File: config.mk
export PLATFORM = sky130hd
export DESIGN_NAME = div_operand_sequencer
export DESIGN_NICKNAME = d
export VERILOG_FILES = /design/src/rtl/div_operand_sequencer.sv
export SDC_FILE = /design/constraint.sdc
export NUM_CORES = 1
export LEC_CHECK = 0
export CORE_UTILIZATION = 40
export CTS_CLUSTER_SIZE = 16
export DETAILED_ROUTE_END_ITERATION = 6
export PLACE_DENSITY = 0.68
export SYNTH_ARGS = -nofsm -noshare
export SYNTH_HDL_FRONTEND = slang
export SYNTH_SLANG_ARGS = --single-unit
File: constraint.sdc
create_clock -name clk_i -period 2.5 [get_ports clk_i]
set_clock_uncertainty 0.05 [all_clocks]
set_input_delay 0.5 -clock clk_i [delete_from_list [all_inputs] [get_ports clk_i]]
set_output_delay 0.5 -clock clk_i [all_outputs]
set_load 0.02 [all_outputs]
File: src/rtl/div_operand_sequencer.sv
// Operand feeder for the serial divider: serialises dividend-hi, dividend-lo and divisor words, then
// waits for done under a watchdog and presents quotient/remainder/flags downstream via valid/ready.
module div_operand_sequencer #(
    parameter int DW      = 5,
    parameter int TIMEOUT = 63
) (
    input  logic            clk_i,
    input  logic            rst_i,
    input  logic            in_valid_i,
    output logic            in_ready_o,
    input  logic [2*DW-1:0] in_dividend_i,
    input  logic [DW-1:0]   in_divisor_i,
    output logic            div_start_o,
    output logic [DW-1:0]   div_data_o,
    input  logic            div_done_i,
    input  logic            div_ov_i,
    input  logic            div_dbz_i,
    input  logic [DW-1:0]   div_result_i,
    output logic            out_valid_o,
    input  logic            out_ready_i,
    output logic [DW-1:0]   out_quotient_o,
    output logic [DW-1:0]   out_remainder_o,
    output logic            out_ov_o,
    output logic            out_dbz_o,
    output logic            out_timeout_o
);

    localparam int CW = $clog2(TIMEOUT + 1);
    localparam logic [CW-1:0] WDOG_LAST = CW'(TIMEOUT - 1);
    localparam logic [CW-1:0] WDOG_MAX  = {CW{1'b1}};

    typedef enum logic [2:0] {
        S_IDLE     = 3'd0,
        S_SEND_HI  = 3'd1,
        S_SEND_LO  = 3'd2,
        S_SEND_DIV = 3'd3,
        S_WAIT     = 3'd4,
        S_CAP_REM  = 3'd5,
        S_RESP     = 3'd6
    } state_t;

    state_t            state_q, state_d;
    logic [2*DW-1:0]   dividend_q, dividend_d;
    logic [DW-1:0]     divisor_q, divisor_d;
    logic [CW-1:0]     wdog_q, wdog_d;
    logic [DW-1:0]     quot_q, quot_d;
    logic [DW-1:0]     rem_q, rem_d;
    logic              ov_q, ov_d;
    logic              dbz_q, dbz_d;
    logic              tmo_q, tmo_d;

    logic              accept;
    logic              result_taken;
    logic              wdog_expired;
    logic              done_flagged;

    assign accept       = (state_q == S_IDLE) && in_valid_i;
    assign result_taken = (state_q == S_RESP) && out_ready_i;
    assign wdog_expired = (wdog_q == WDOG_LAST);
    assign done_flagged = div_ov_i || div_dbz_i;

    // State register
    always_ff @(posedge clk_i) begin
        if (rst_i) begin
            state_q <= S_IDLE;
        end else begin
            state_q <= state_d;
        end
    end

    // Next-state logic
    always_comb begin
        state_d = state_q;
        case (state_q)
            S_IDLE: begin
                if (accept) begin
                    state_d = S_SEND_HI;
                end
            end
            S_SEND_HI:  state_d = S_SEND_LO;
            S_SEND_LO:  state_d = S_SEND_DIV;
            S_SEND_DIV: state_d = S_WAIT;
            S_WAIT: begin
                // done wins over a watchdog expiry landing in the same cycle
                if (div_done_i) begin
                    state_d = done_flagged ? S_RESP : S_CAP_REM;
                end else if (wdog_expired) begin
                    state_d = S_RESP;
                end
            end
            S_CAP_REM:  state_d = S_RESP;
            S_RESP: begin
                if (result_taken) begin
                    state_d = S_IDLE;
                end
            end
            default:    state_d = S_IDLE;
        endcase
    end

    // Output decode
    always_comb begin
        in_ready_o  = 1'b0;
        div_start_o = 1'b0;
        div_data_o  = '0;
        out_valid_o = 1'b0;
        case (state_q)
            S_IDLE:     in_ready_o = 1'b1;
            S_SEND_HI: begin
                div_start_o = 1'b1;
                div_data_o  = dividend_q[2*DW-1:DW];
            end
            S_SEND_LO:  div_data_o = dividend_q[DW-1:0];
            S_SEND_DIV: div_data_o = divisor_q;
            S_RESP:     out_valid_o = 1'b1;
            default: begin
                in_ready_o  = 1'b0;
                div_start_o = 1'b0;
            end
        endcase
    end

    assign out_quotient_o  = quot_q;
    assign out_remainder_o = rem_q;
    assign out_ov_o        = ov_q;
    assign out_dbz_o       = dbz_q;
    assign out_timeout_o   = tmo_q;

    // Datapath next-state: operand latch, watchdog and result capture
    always_comb begin
        dividend_d = dividend_q;
        divisor_d  = divisor_q;
        wdog_d     = wdog_q;
        quot_d     = quot_q;
        rem_d      = rem_q;
        ov_d       = ov_q;
        dbz_d      = dbz_q;
        tmo_d      = tmo_q;
        case (state_q)
            S_IDLE: begin
                if (accept) begin
                    dividend_d = in_dividend_i;
                    divisor_d  = in_divisor_i;
                end
            end
            S_SEND_DIV: begin
                wdog_d = '0;
            end
            S_WAIT: begin
                if (wdog_q != WDOG_MAX) begin
                    wdog_d = wdog_q + CW'(1);
                end
                if (div_done_i) begin
                    quot_d = done_flagged ? '0 : div_result_i;
                    rem_d  = '0;
                    ov_d   = div_ov_i;
                    dbz_d  = div_dbz_i;
                    tmo_d  = 1'b0;
                end else if (wdog_expired) begin
                    quot_d = {DW{1'b1}};
                    rem_d  = {DW{1'b1}};
                    ov_d   = 1'b0;
                    dbz_d  = 1'b0;
                    tmo_d  = 1'b1;
                end
            end
            S_CAP_REM: begin
                rem_d = div_result_i;
            end
            S_RESP: begin
                if (result_taken) begin
                    quot_d = '0;
                    rem_d  = '0;
                    ov_d   = 1'b0;
                    dbz_d  = 1'b0;
                    tmo_d  = 1'b0;
                end
            end
            default: begin
                wdog_d = wdog_q;
            end
        endcase
    end

    always_ff @(posedge clk_i) begin
        if (rst_i) begin
            dividend_q <= '0;
            divisor_q  <= '0;
            wdog_q     <= '0;
            quot_q     <= '0;
            rem_q      <= '0;
            ov_q       <= 1'b0;
            dbz_q      <= 1'b0;
            tmo_q      <= 1'b0;
        end else begin
            dividend_q <= dividend_d;
            divisor_q  <= divisor_d;
            wdog_q     <= wdog_d;
            quot_q     <= quot_d;
            rem_q      <= rem_d;
            ov_q       <= ov_d;
            dbz_q      <= dbz_d;
            tmo_q      <= tmo_d;
        end
    end

endmodule
==> flow_metrics.tcl, run 1 <==
set metrics [dict create \
    status "finished clean" \
    synth_fp_nets 247 \
    worstHoldStart "dividend_q[5]$_SDFFE_PP0P_" \
    post-route-min-period_ns 2.35 \
    hold_viol 0 \
    hold_path_end "dividend_q[5]$_SDFFE_PP0P_" \
    grt_pass1_vias 1479 \
    ant_nets 0 \
    cp.arrival_ns 1.80 \
    tightest_slew_ns 0.531 \
    yosysSeqAreaShare 0.414 \
    cts_root_buf "clkbuf_8" \
    synth_area_per_cell_um2 8.20 \
    postCtsResizedCells 1 \
    start_util 0.431 \
    gp_congestion 0.745 \
    grt_pass1_wl_um 6910 \
    num_io_pins 48 \
    ctsHoldBuffers 0 \
    crit_fanout 12 \
    clk_pin_slew_worst_paths_ns 0.07 \
    hold_class "reg -> reg" \
    core_mm2 0.00414 \
    internal_power_w 0.00106 \
    cts_inserted_buffers 5 \
    setup.worst_path.end_class "output port" \
    cts_num_sinks 37 \
    cts_buffer_depth 2 \
    drv_cap 0 \
    sw_frac_of_total 0.255 \
    route.final.wire_length_um 4100 \
    track_usage 0.198 \
    p_switching_w 0.000364 \
    drt_iter0_drc 78 \
    slew_viol_final 0 \
    dr.pass1.iters 4 \
    ff2ff_setup_slack_ns 0.56 \
    post-route-drc-count 0 \
    startpoint "state_q[1]$_SDFFE_PP0P_" \
    yosysTopAreaCellShare 0.414 \
    vias 1643 \
    synth_cell_type_count 42 \
    wl_per_cell_um 13.1 \
    cts_tree "yes" \
    grt_max_degree 17 \
    finish.net_count 291 \
    synth_most_common_cell "nand2_1" \
    crit_required_ns 1.95 \
    max_slew_margin 0.642 \
    setup_tns_ns 0 \
    p_leak_nw 0.868 \
    diodes 0 \
    ir_drop_mv 0.286 \
    htreeDepth 2 \
    area_growth_pct 34.7 \
    post_cts_buffers 0 \
    powerDensity_mw_per_mm2 592 \
    synth-edff-count 0 \
    layout-drive-gt1-share 0.103 \
    grt_antenna_before_repair 0 \
    rows 23 \
    worstRegToRegCells 5 \
    die_height_um 68.9 \
    fin_cells 313 \
    fin_crit_sh 0.939 \
    vias_per_cell 5.25 \
    synth_area_leaders "dfxtp_1, nand2_1, a21oi_1" \
    synthTopCellsByCount "nand2_1, dfxtp_1, a21oi_1" \
    port_buffers 47 \
    setup_viol 0 \
    synth_area_mm2 0.00179 \
    die-area_mm2 0.00474 \
    r2r_start "state_q[1]$_SDFFE_PP0P_" \
    clk_latency_ns 0.29 \
    synthCells 218 \
    yosys.area.top_type "dfxtp_1" \
    ys.flop_type "dfxtp_1" \
    combPwrFrac 0.168 \
    clkPwrFrac 0.381 \
    fmax_mhz 426 \
    r2r-end "wdog_q[5]$_SDFFE_PP0P_" \
    die_x_um 68.9 \
    dpl.hpwl_um 2960 \
    rsz0062_at_grt "false" \
    ys_seq_elements 37 \
    path_class "reg -> out" \
    yosys_warnings 0 \
    grt_overflow 0 \
    dp_cells 305 \
    p_seq_frac 0.452 \
    min_path_cells 2 \
    synth_async_sr_flop_share 0 \
    worstSetupStartpointType "register" \
]
==> layout make-up <==
cell class,instances,area [µm²]
inverters,14,52.6
clock inverters,2,37.5
fillers,398,1740
well taps,50,62.6
clock buffers,6,82.6
multi-input cells,152,921
flip-flops and latches,37,742
repair buffers,52,510
==> cells in the final DEF, fill, tap and decap left out, types with 2 or more instances in the layout <==
cell / instances
a221oi_1: 10
a21o_1: 2
a211oi_1: 4
nand3b_1: 2
a21oi_1: 23
a22oi_1: 5
o21ai_0: 8
nor2_1: 12
buf_4: 5
or3_1: 3
nand3_1: 3
mux2_2: 5
inv_1: 14
ha_1: 2
clkbuf_8: 6
and2_1: 3
dfxtp_1: 36
nand2_1: 43
clkdlybuf4s50_1: 46
or2_2: 2
nor3b_1: 2
nand4_1: 3
mux2i_1: 2
==> worst max path at each step <==
stage / slack, ns / cells after the start / to
finish: 0.15 / 4 / div_data_o[2]
global route: 0.04 / 4 / div_data_o[2]
CTS: 0.007 / 4 / div_data_o[3]
detailed placement: 0.31 / 4 / div_data_o[2]
global placement: 0.32 / 4 / div_data_o[0]
floorplan: 0.56 / 5 / div_data_o[0]
==> cell families (layout without fill, tap and decap cells) <==
group,after synthesis,count (layout),synth area share
AO/OA/AOI/OAI,58,58,0.214
adder cells (fa/ha/maj),2,2,0.0140
buffers and inverters,29,74,0.0721
flip-flops,37,37,0.414
multiplexers,7,7,0.0427
AND/OR/NAND/NOR,85,85,0.243
==> layer usage <==
metal	track usage	wire, µm
met4	0.0714	28
met5	0	0
met1	0.263	1910
met3	0.0592	233
met2	0.301	1920
==> power by group through the flow <==
| stage | logic, W | registers (W) | clock network [W] |
|---|---|---|---|
| after detailed placement | 0.000240 | 0.000658 | 0 |
| after global placement | 0.000239 | 0.000657 | 0 |
| after CTS | 0.000242 | 0.000644 | 0.000558 |
| final | 0.000239 | 0.000644 | 0.000543 |
| after floorplan | 0.000152 | 0.000650 | 0 |
| after global routing | 0.000266 | 0.000649 | 0.000584 |
==> state kept, by name, summed over array words and instances, names as in the netlist <==
signal           cells
dividend_q          10
wdog_q               6
divisor_q            5
out_quotient_o       5
out_remainder_o      5
state_q              3
out_dbz_o            1
out_ov_o             1
out_timeout_o        1
==> metrics by stage <==
stage               worst slack [ns]  total power (W)  hold WS [ns]  utilization  instance area, µm²
floorplan                      0.560         0.000802         0.383            -                1790
global placement               0.316         0.000897         0.395        0.551                2280
detailed placement             0.312         0.000897         0.406        0.551                2280
CTS                          0.00740          0.00144         0.417        0.580                2400
global route                  0.0366          0.00150         0.431        0.581                2410
finish                         0.152          0.00143         0.413        0.581                2410
==> worst max-delay path: stages, from the launching register on <==
cell	delay [ns]
dfxtp_1	0.44
nor2b_2	0.24
a22oi_1	0.12
nor2_1	0.11
clkdlybuf4s50_1	0.61
Note: power is estimated with default switching activity, not from simulation.
==> run 2: changes to the inputs <==
- HOLD_SLACK_MARGIN: default -> 0.05
==> results of run 2 <==
No change in the layout: final DEF, timing and power equal those of run 1.
==> run 3: changes to the inputs <==
- CTS_BUF_LIST: default -> sky130_fd_sc_hd__clkbuf_4 sky130_fd_sc_hd__clkbuf_8
==> results of run 3 <==
No change in the layout: final DEF, timing and power equal those of run 1.
